--- config.mk ---
export PLATFORM = sky130hd
export DESIGN_NAME = rf_writeback
export DESIGN_NICKNAME = d
export VERILOG_FILES = /design/src/rtl/rf_writeback.sv
export SDC_FILE = /design/constraint.sdc
export NUM_CORES = 1
export LEC_CHECK = 0
export ABC_CLOCK_PERIOD_IN_PS = 4500
export CAP_MARGIN = 0
export CORE_MARGIN = 4
export CORE_UTILIZATION = 56
export DETAILED_ROUTE_END_ITERATION = 16
export PLACE_DENSITY = 0.89
export SLEW_MARGIN = 20
export SYNTH_ARGS = -nofsm -noshare
export SYNTH_HDL_FRONTEND = slang
export SYNTH_SLANG_ARGS = --single-unit
export TNS_END_PERCENT = 30
--- constraint.sdc ---
create_clock -name clk -period 4.5 [get_ports clk]
set_input_delay 0.9 -clock clk [delete_from_list [all_inputs] [get_ports clk]]
set_output_delay 0.9 -clock clk [all_outputs]
set_load 0.03 [all_outputs]
--- src/rtl/rf_writeback.sv ---
// Register-file write-back initiator: merges load returns and ALU results
// in program order onto the single write port and tracks pending writes.
//
// Ports:
//   clk, rst_n                 clock, async active-low reset
//   alu_valid/alu_rd/alu_data  ALU result, available this cycle
//   ld_issue/ld_rd/ld_funct3/ld_addr_lo  load issued to data RAM
//   mem_rdata                  RAM word, valid the cycle after ld_issue
//   wen/wraddr/wrdata          registered register-file write port
//   pend_mask                  rd bits with a write in flight/queued/in output
//   stall                      upstream must hold off ALU results and loads
//   ovf                        sticky: a queue entry was dropped
module rf_writeback #(
   parameter int DEPTH = 4,
   parameter int XLEN  = 32
) (
   input  logic            clk,
   input  logic            rst_n,
   input  logic            alu_valid,
   input  logic [4:0]      alu_rd,
   input  logic [XLEN-1:0] alu_data,
   input  logic            ld_issue,
   input  logic [4:0]      ld_rd,
   input  logic [2:0]      ld_funct3,
   input  logic [1:0]      ld_addr_lo,
   input  logic [XLEN-1:0] mem_rdata,
   output logic            wen,
   output logic [4:0]      wraddr,
   output logic [XLEN-1:0] wrdata,
   output logic [31:0]     pend_mask,
   output logic            stall,
   output logic            ovf
);

   localparam int NC = DEPTH + 2;
   localparam int CW = $clog2(DEPTH + 1);

   logic            ld_v;
   logic [4:0]      ld_rd_q;
   logic [2:0]      ld_f3_q;
   logic [1:0]      ld_lo_q;
   logic [CW-1:0]   cnt;
   logic [4:0]      q_rd  [DEPTH];
   logic [XLEN-1:0] q_dat [DEPTH];

   logic [7:0]      ld_b;
   logic [15:0]     ld_h;
   logic [XLEN-1:0] ld_res;
   logic            ld_ok;
   logic            alu_ok;

   // Candidate list in program order: queue, then load return, then ALU.
   logic [4:0]      c_rd  [NC];
   logic [XLEN-1:0] c_dat [NC];
   int              n_ld;
   int              n_alu;
   int              n_tot;

   always_comb begin
      ld_b = mem_rdata[{ld_lo_q, 3'b000} +: 8];
      ld_h = ld_lo_q[1] ? mem_rdata[31:16] : mem_rdata[15:0];
      case (ld_f3_q)
         3'b000:  ld_res = {{(XLEN-8){ld_b[7]}}, ld_b};
         3'b100:  ld_res = {{(XLEN-8){1'b0}}, ld_b};
         3'b001:  ld_res = {{(XLEN-16){ld_h[15]}}, ld_h};
         3'b101:  ld_res = {{(XLEN-16){1'b0}}, ld_h};
         default: ld_res = mem_rdata;
      endcase
   end

   // x0 writes are dropped before they can take a slot.
   assign ld_ok  = ld_v && (ld_rd_q != 5'd0);
   assign alu_ok = alu_valid && (alu_rd != 5'd0);

   always_comb begin
      n_ld  = int'(cnt);
      n_alu = n_ld + (ld_ok ? 1 : 0);
      n_tot = n_alu + (alu_ok ? 1 : 0);
      for (int i = 0; i < NC; i++) begin
         c_rd[i]  = '0;
         c_dat[i] = '0;
         if (ld_ok && i == n_ld) begin
            c_rd[i]  = ld_rd_q;
            c_dat[i] = ld_res;
         end
         if (alu_ok && i == n_alu) begin
            c_rd[i]  = alu_rd;
            c_dat[i] = alu_data;
         end
      end
      for (int i = 0; i < DEPTH; i++) begin
         if (i < n_ld) begin
            c_rd[i]  = q_rd[i];
            c_dat[i] = q_dat[i];
         end
      end
   end

   always_ff @(posedge clk or negedge rst_n) begin
      if (!rst_n) begin
         ld_v    <= 1'b0;
         ld_rd_q <= '0;
         ld_f3_q <= '0;
         ld_lo_q <= '0;
         cnt     <= '0;
         wen     <= 1'b0;
         wraddr  <= '0;
         wrdata  <= '0;
         ovf     <= 1'b0;
         for (int i = 0; i < DEPTH; i++) begin
            q_rd[i]  <= '0;
            q_dat[i] <= '0;
         end
      end else begin
         ld_v    <= ld_issue;
         ld_rd_q <= ld_rd;
         ld_f3_q <= ld_funct3;
         ld_lo_q <= ld_addr_lo;
         if (n_tot > 0) begin
            wen    <= 1'b1;
            wraddr <= c_rd[0];
            wrdata <= c_dat[0];
         end else begin
            wen <= 1'b0;
         end
         // Remaining candidates shift into the queue; beyond DEPTH the
         // youngest are lost.
         for (int i = 0; i < DEPTH; i++) begin
            q_rd[i]  <= c_rd[i+1];
            q_dat[i] <= c_dat[i+1];
         end
         if (n_tot == 0)
            cnt <= '0;
         else if (n_tot - 1 > DEPTH)
            cnt <= CW'(DEPTH);
         else
            cnt <= CW'(n_tot - 1);
         if (n_tot - 1 > DEPTH)
            ovf <= 1'b1;
      end
   end

   always_comb begin
      pend_mask = '0;
      if (ld_v)
         pend_mask[ld_rd_q] = 1'b1;
      for (int i = 0; i < DEPTH; i++) begin
         if (i < int'(cnt))
            pend_mask[q_rd[i]] = 1'b1;
      end
      if (wen)
         pend_mask[wraddr] = 1'b1;
      pend_mask[0] = 1'b0;
   end

   assign stall = (int'(cnt) + (ld_v ? 1 : 0)) >= DEPTH - 1;

endmodule

==> impl_metrics.py, run 1 <==
metrics = {
    "status": {
        "status": "completed",
    },
    "critical_path": {
        "critPathArrivalTime_ps": 3510,
        "max_stage_delay_ps": 650,
        "crit_buf_inv": 1,
        "cp.depth": 6,
        "crit_type": "flop to output pin",
        "r2r_end": "wrdata[25]",
        "ff2ff_path_depth": 12,
        "cp_top_family": "simple AND/OR/NAND/NOR gates",
        "reg2reg_slack_ps": 260,
        "path_max_fanout": 29,
        "crit_path_start_kind": "flop",
        "slowest_stage": "dfrtp_2",
        "crit_chain": "nor2_4 > nor2_1 > and2_1 > a211oi_1 > o221ai_1 > clkdlybuf4s50_1",
        "crit_path_end_kind": "output pin",
        "r2r_start": "ld_rd_q[0]",
        "cp.required_ps": 3600,
    },
    "synthesis": {
        "synth_most_common_cell": "dfrtp_1",
        "synth-seq-cells": 201,
        "synthCells": 1301,
        "synthMuxAreaShare": 0.004521,
        "yosys-top-cells-area": "dfrtp_1, a221oi_1, nor2_1, a21oi_1, a211oi_1",
        "yosysUniqueCellTypes": 70,
        "synth_compound_area_frac": 0.3219,
        "synthSimpleGateAreaFrac": 0.1631,
        "synthXorXnorAreaFrac": 0.002261,
        "syn-num-nets": 1392,
        "ys.warnings.count": 0,
        "synthDominantCellAreaShare": 0.4328,
        "synth_commonest_cells": "dfrtp_1, nor2_1, a21oi_1, a221oi_1, clkbuf_1",
        "avgSynthCellArea_um2": 8.933,
        "synth_edf_count": 0,
        "synth_top_family_by_area": "compound AO/OA/AOI/OAI gates",
        "yosys.area.top_type": "dfrtp_1",
        "netlist_area_um2": 11620,
        "synth-seq-area-share": 0.4328,
        "yosys.area_share.adder": 0.008612,
        "ys.flop_type": "dfrtp_1",
        "async_flop_share": 1.000,
    },
    "hold_path": {
        "holdCritPathClass": "flop to flop",
        "min_to": "q_dat[92]",
        "hold_start": "q_dat[60]",
        "holdPathStages": 2,
    },
    "layout": {
        "syn_to_final_growth_pct": 21.62,
        "diodes": 0,
        "drive_above_1_share": 0.07779,
        "final_util": 0.6963,
        "fin_nets": 1491,
        "final_area_um2": 14130,
    },
    "power_and_ir_drop": {
        "p_sw_frac": 0.4428,
        "p_leak_nw": 5.577,
        "seqPwrFrac": 0.309,
        "total_power_w": 0.01012,
        "power.density_nw_per_um2": 715.9,
        "share_comb_of_total_power": 0.494,
        "clockPowerShare": 0.196,
        "p_switching_w": 0.004481,
        "ir_worst_vdd_mv": 0.4079,
        "p_int_w": 0.005638,
    },
    "sta": {
        "setup_ws_ps": 93.98,
        "slew_headroom": 0.3582,
        "rsz0062_at_grt": "no",
        "final_hold_viol_count": 0,
        "finalCritPeriodShare": 0.9791,
        "whs_ps": 483.9,
        "fin_worst_skew_ps": 16.15,
        "worst_pin_slew_ps": 962.7,
        "fin_crit_ps": 4406,
        "drv_slew": 0,
        "fmax_mhz": 227.0,
        "setup_viol": 0,
    },
    "clock_network": {
        "cts.sinks": 201,
        "cts_tree": "built",
        "cts_buffers": 22,
        "cts_root_buffer": "clkbuf_16",
        "clk_pin_slew_ps": 60,
        "h-tree-depth": 1,
        "clkLatencyLatePin_ps": 510,
        "cts_buffer_depth": 3,
        "cts_hold_buffers": 0,
    },
    "die": {
        "ios": 155,
        "initial_core_util": 0.5725,
        "die_area_um2": 23120,
        "die_y_um": 152.1,
        "num_rows": 52,
        "core-area_um2": 20300,
        "die_w_um": 152.1,
    },
    "run": {
        "max_cap_violations": 0,
    },
    "grt": {
        "grt_overflow_total": 0,
        "grt_max_degree": 109,
        "grt_pass1_vias": 11997,
        "grt_pass1_wl_mm": 66.83,
        "grt.total_usage": 0.3517,
        "antenna_found_initial": 0,
    },
    "route": {
        "viasPerCell": 7.310,
        "post-route-drc-count": 0,
        "ant_nets": 0,
        "drt-wirelength-per-cell_um": 25.57,
        "drt_iter0_drc": 1671,
        "dr.pass1.iters": 7,
        "vias": 12310,
        "routed_wl_mm": 43.05,
    },
    "placement": {
        "place_area_um2": 13340,
        "dp_hpwl_mm": 27.58,
        "pre_cts_ws_ps": -102.2,
        "place_congestion": 1.022,
        "portBuffers": 153,
    },
}
[worst register-to-register path, stage by stage, from the launching register on]
cell and delay (ps):
dfrtp_1 440, or4_1 690, o21ai_1 250, inv_1 70, ha_1 270, ha_1 340
ha_1 330, a21bo_2 290, a211oi_1 450, a31oi_4 60, nor2_2 330, inv_4 290
a211oi_1 330
[power by group through the flow]
stage / Combinational [W] / Sequential [W] / Clock (W)
after floorplan: 0.00295 / 0.00319 / 0
after global placement: 0.00470 / 0.00309 / 0
after detailed placement: 0.00483 / 0.00311 / 0
after CTS: 0.00489 / 0.00310 / 0.00198
after global routing: 0.00530 / 0.00319 / 0.00206
final: 0.00500 / 0.00313 / 0.00199
[how the worst max path moves through the flow]
| stage | from | end | slack [ps] |
|---|---|---|---|
| after global routing | cnt[2] | pend_mask[22] | 20 |
| after CTS | cnt[2] | pend_mask[22] | 110 |
| final | cnt[2] | pend_mask[22] | 90 |
| after detailed placement | alu_rd[1] | wrdata[15] | -100 |
| after global placement | alu_rd[4] | wrdata[30] | 130 |
| after floorplan | ld_rd_q[4] | wrdata[3] | 420 |
[registers in the layout (all words and copies together), names as in the netlist, 2 cells and up]
register	flops
cnt	3
ld_f3_q	3
ld_lo_q	2
ld_rd_q	5
q_dat	128
q_rd	20
wraddr	5
wrdata	32
[logic make-up after synthesis]
group | Yosys count
AND/OR/NAND/NOR | 396
buffers and inverters | 176
flip-flops | 201
XOR/XNOR | 3
adder cells (fa/ha/maj) | 8
other | 1
AO/OA/AOI/OAI | 511
multiplexers | 5
[through the flow]
| stage | setup TNS, ps | cells |
|---|---|---|
| 5_1_grt | 0 | 1684 |
| 2_1_floorplan | 0 | 1301 |
| 6_report | 0 | 1684 |
| 3_3_place_gp | 0 | 1646 |
| 3_5_place_dp | -1456 | 1646 |
| 4_1_cts | 0 | 1684 |
[area by class of cell]
class                           instances  area, um2
Timing Repair Buffer                  199       1918
Clock inverter                          6      130.1
Fill cell                            1519       6165
Sequential cell                       201       5031
Multi-Input combinational cell        924       5861
Inverter                               52      197.7
Tap cell                              270      337.8
Clock buffer                           32      659.4
[routing by layer]
metal | part of all wire | track usage
met1 | 0.36 | 0.4582
met2 | 0.45 | 0.5546
met3 | 0.13 | 0.09101
met4 | 0.055 | 0.1618
met5 | 0 | 0
[cell usage in the layout (no fill, tap or decap), drive strengths merged, types with 5 or more instances in the layout]
| master | count |
|---|---|
| a22o | 39 |
| nand3b | 14 |
| inv | 49 |
| a31oi | 10 |
| o221ai | 39 |
| a21oi | 125 |
| nor3 | 43 |
| a21o | 7 |
| or3 | 5 |
| clkdlybuf4s50 | 152 |
| nand3 | 24 |
| o22ai | 35 |
| nand4 | 6 |
| o21ai | 13 |
| clkinv | 5 |
| a221oi | 103 |
| nor2 | 188 |
| nand2b | 10 |
| dfrtp | 201 |
| nor2b | 20 |
| ha | 8 |
| nand2 | 49 |
| clkbuf | 33 |
| a211oi | 76 |
| a22oi | 39 |
| buf | 46 |
[repair_timing]
action,CTS,global route
buffers inserted,0,0
gates resized for setup,0,2
endpoints found under the setup margin,0,2
Note: power is estimated with default switching activity, not from simulation.
==> run 2: changes to the inputs <==
Settings changed: SETUP_SLACK_MARGIN from default to 0.1.
==> results of run 2 <==
Same layout as run 1 (identical final DEF). Status: completed.
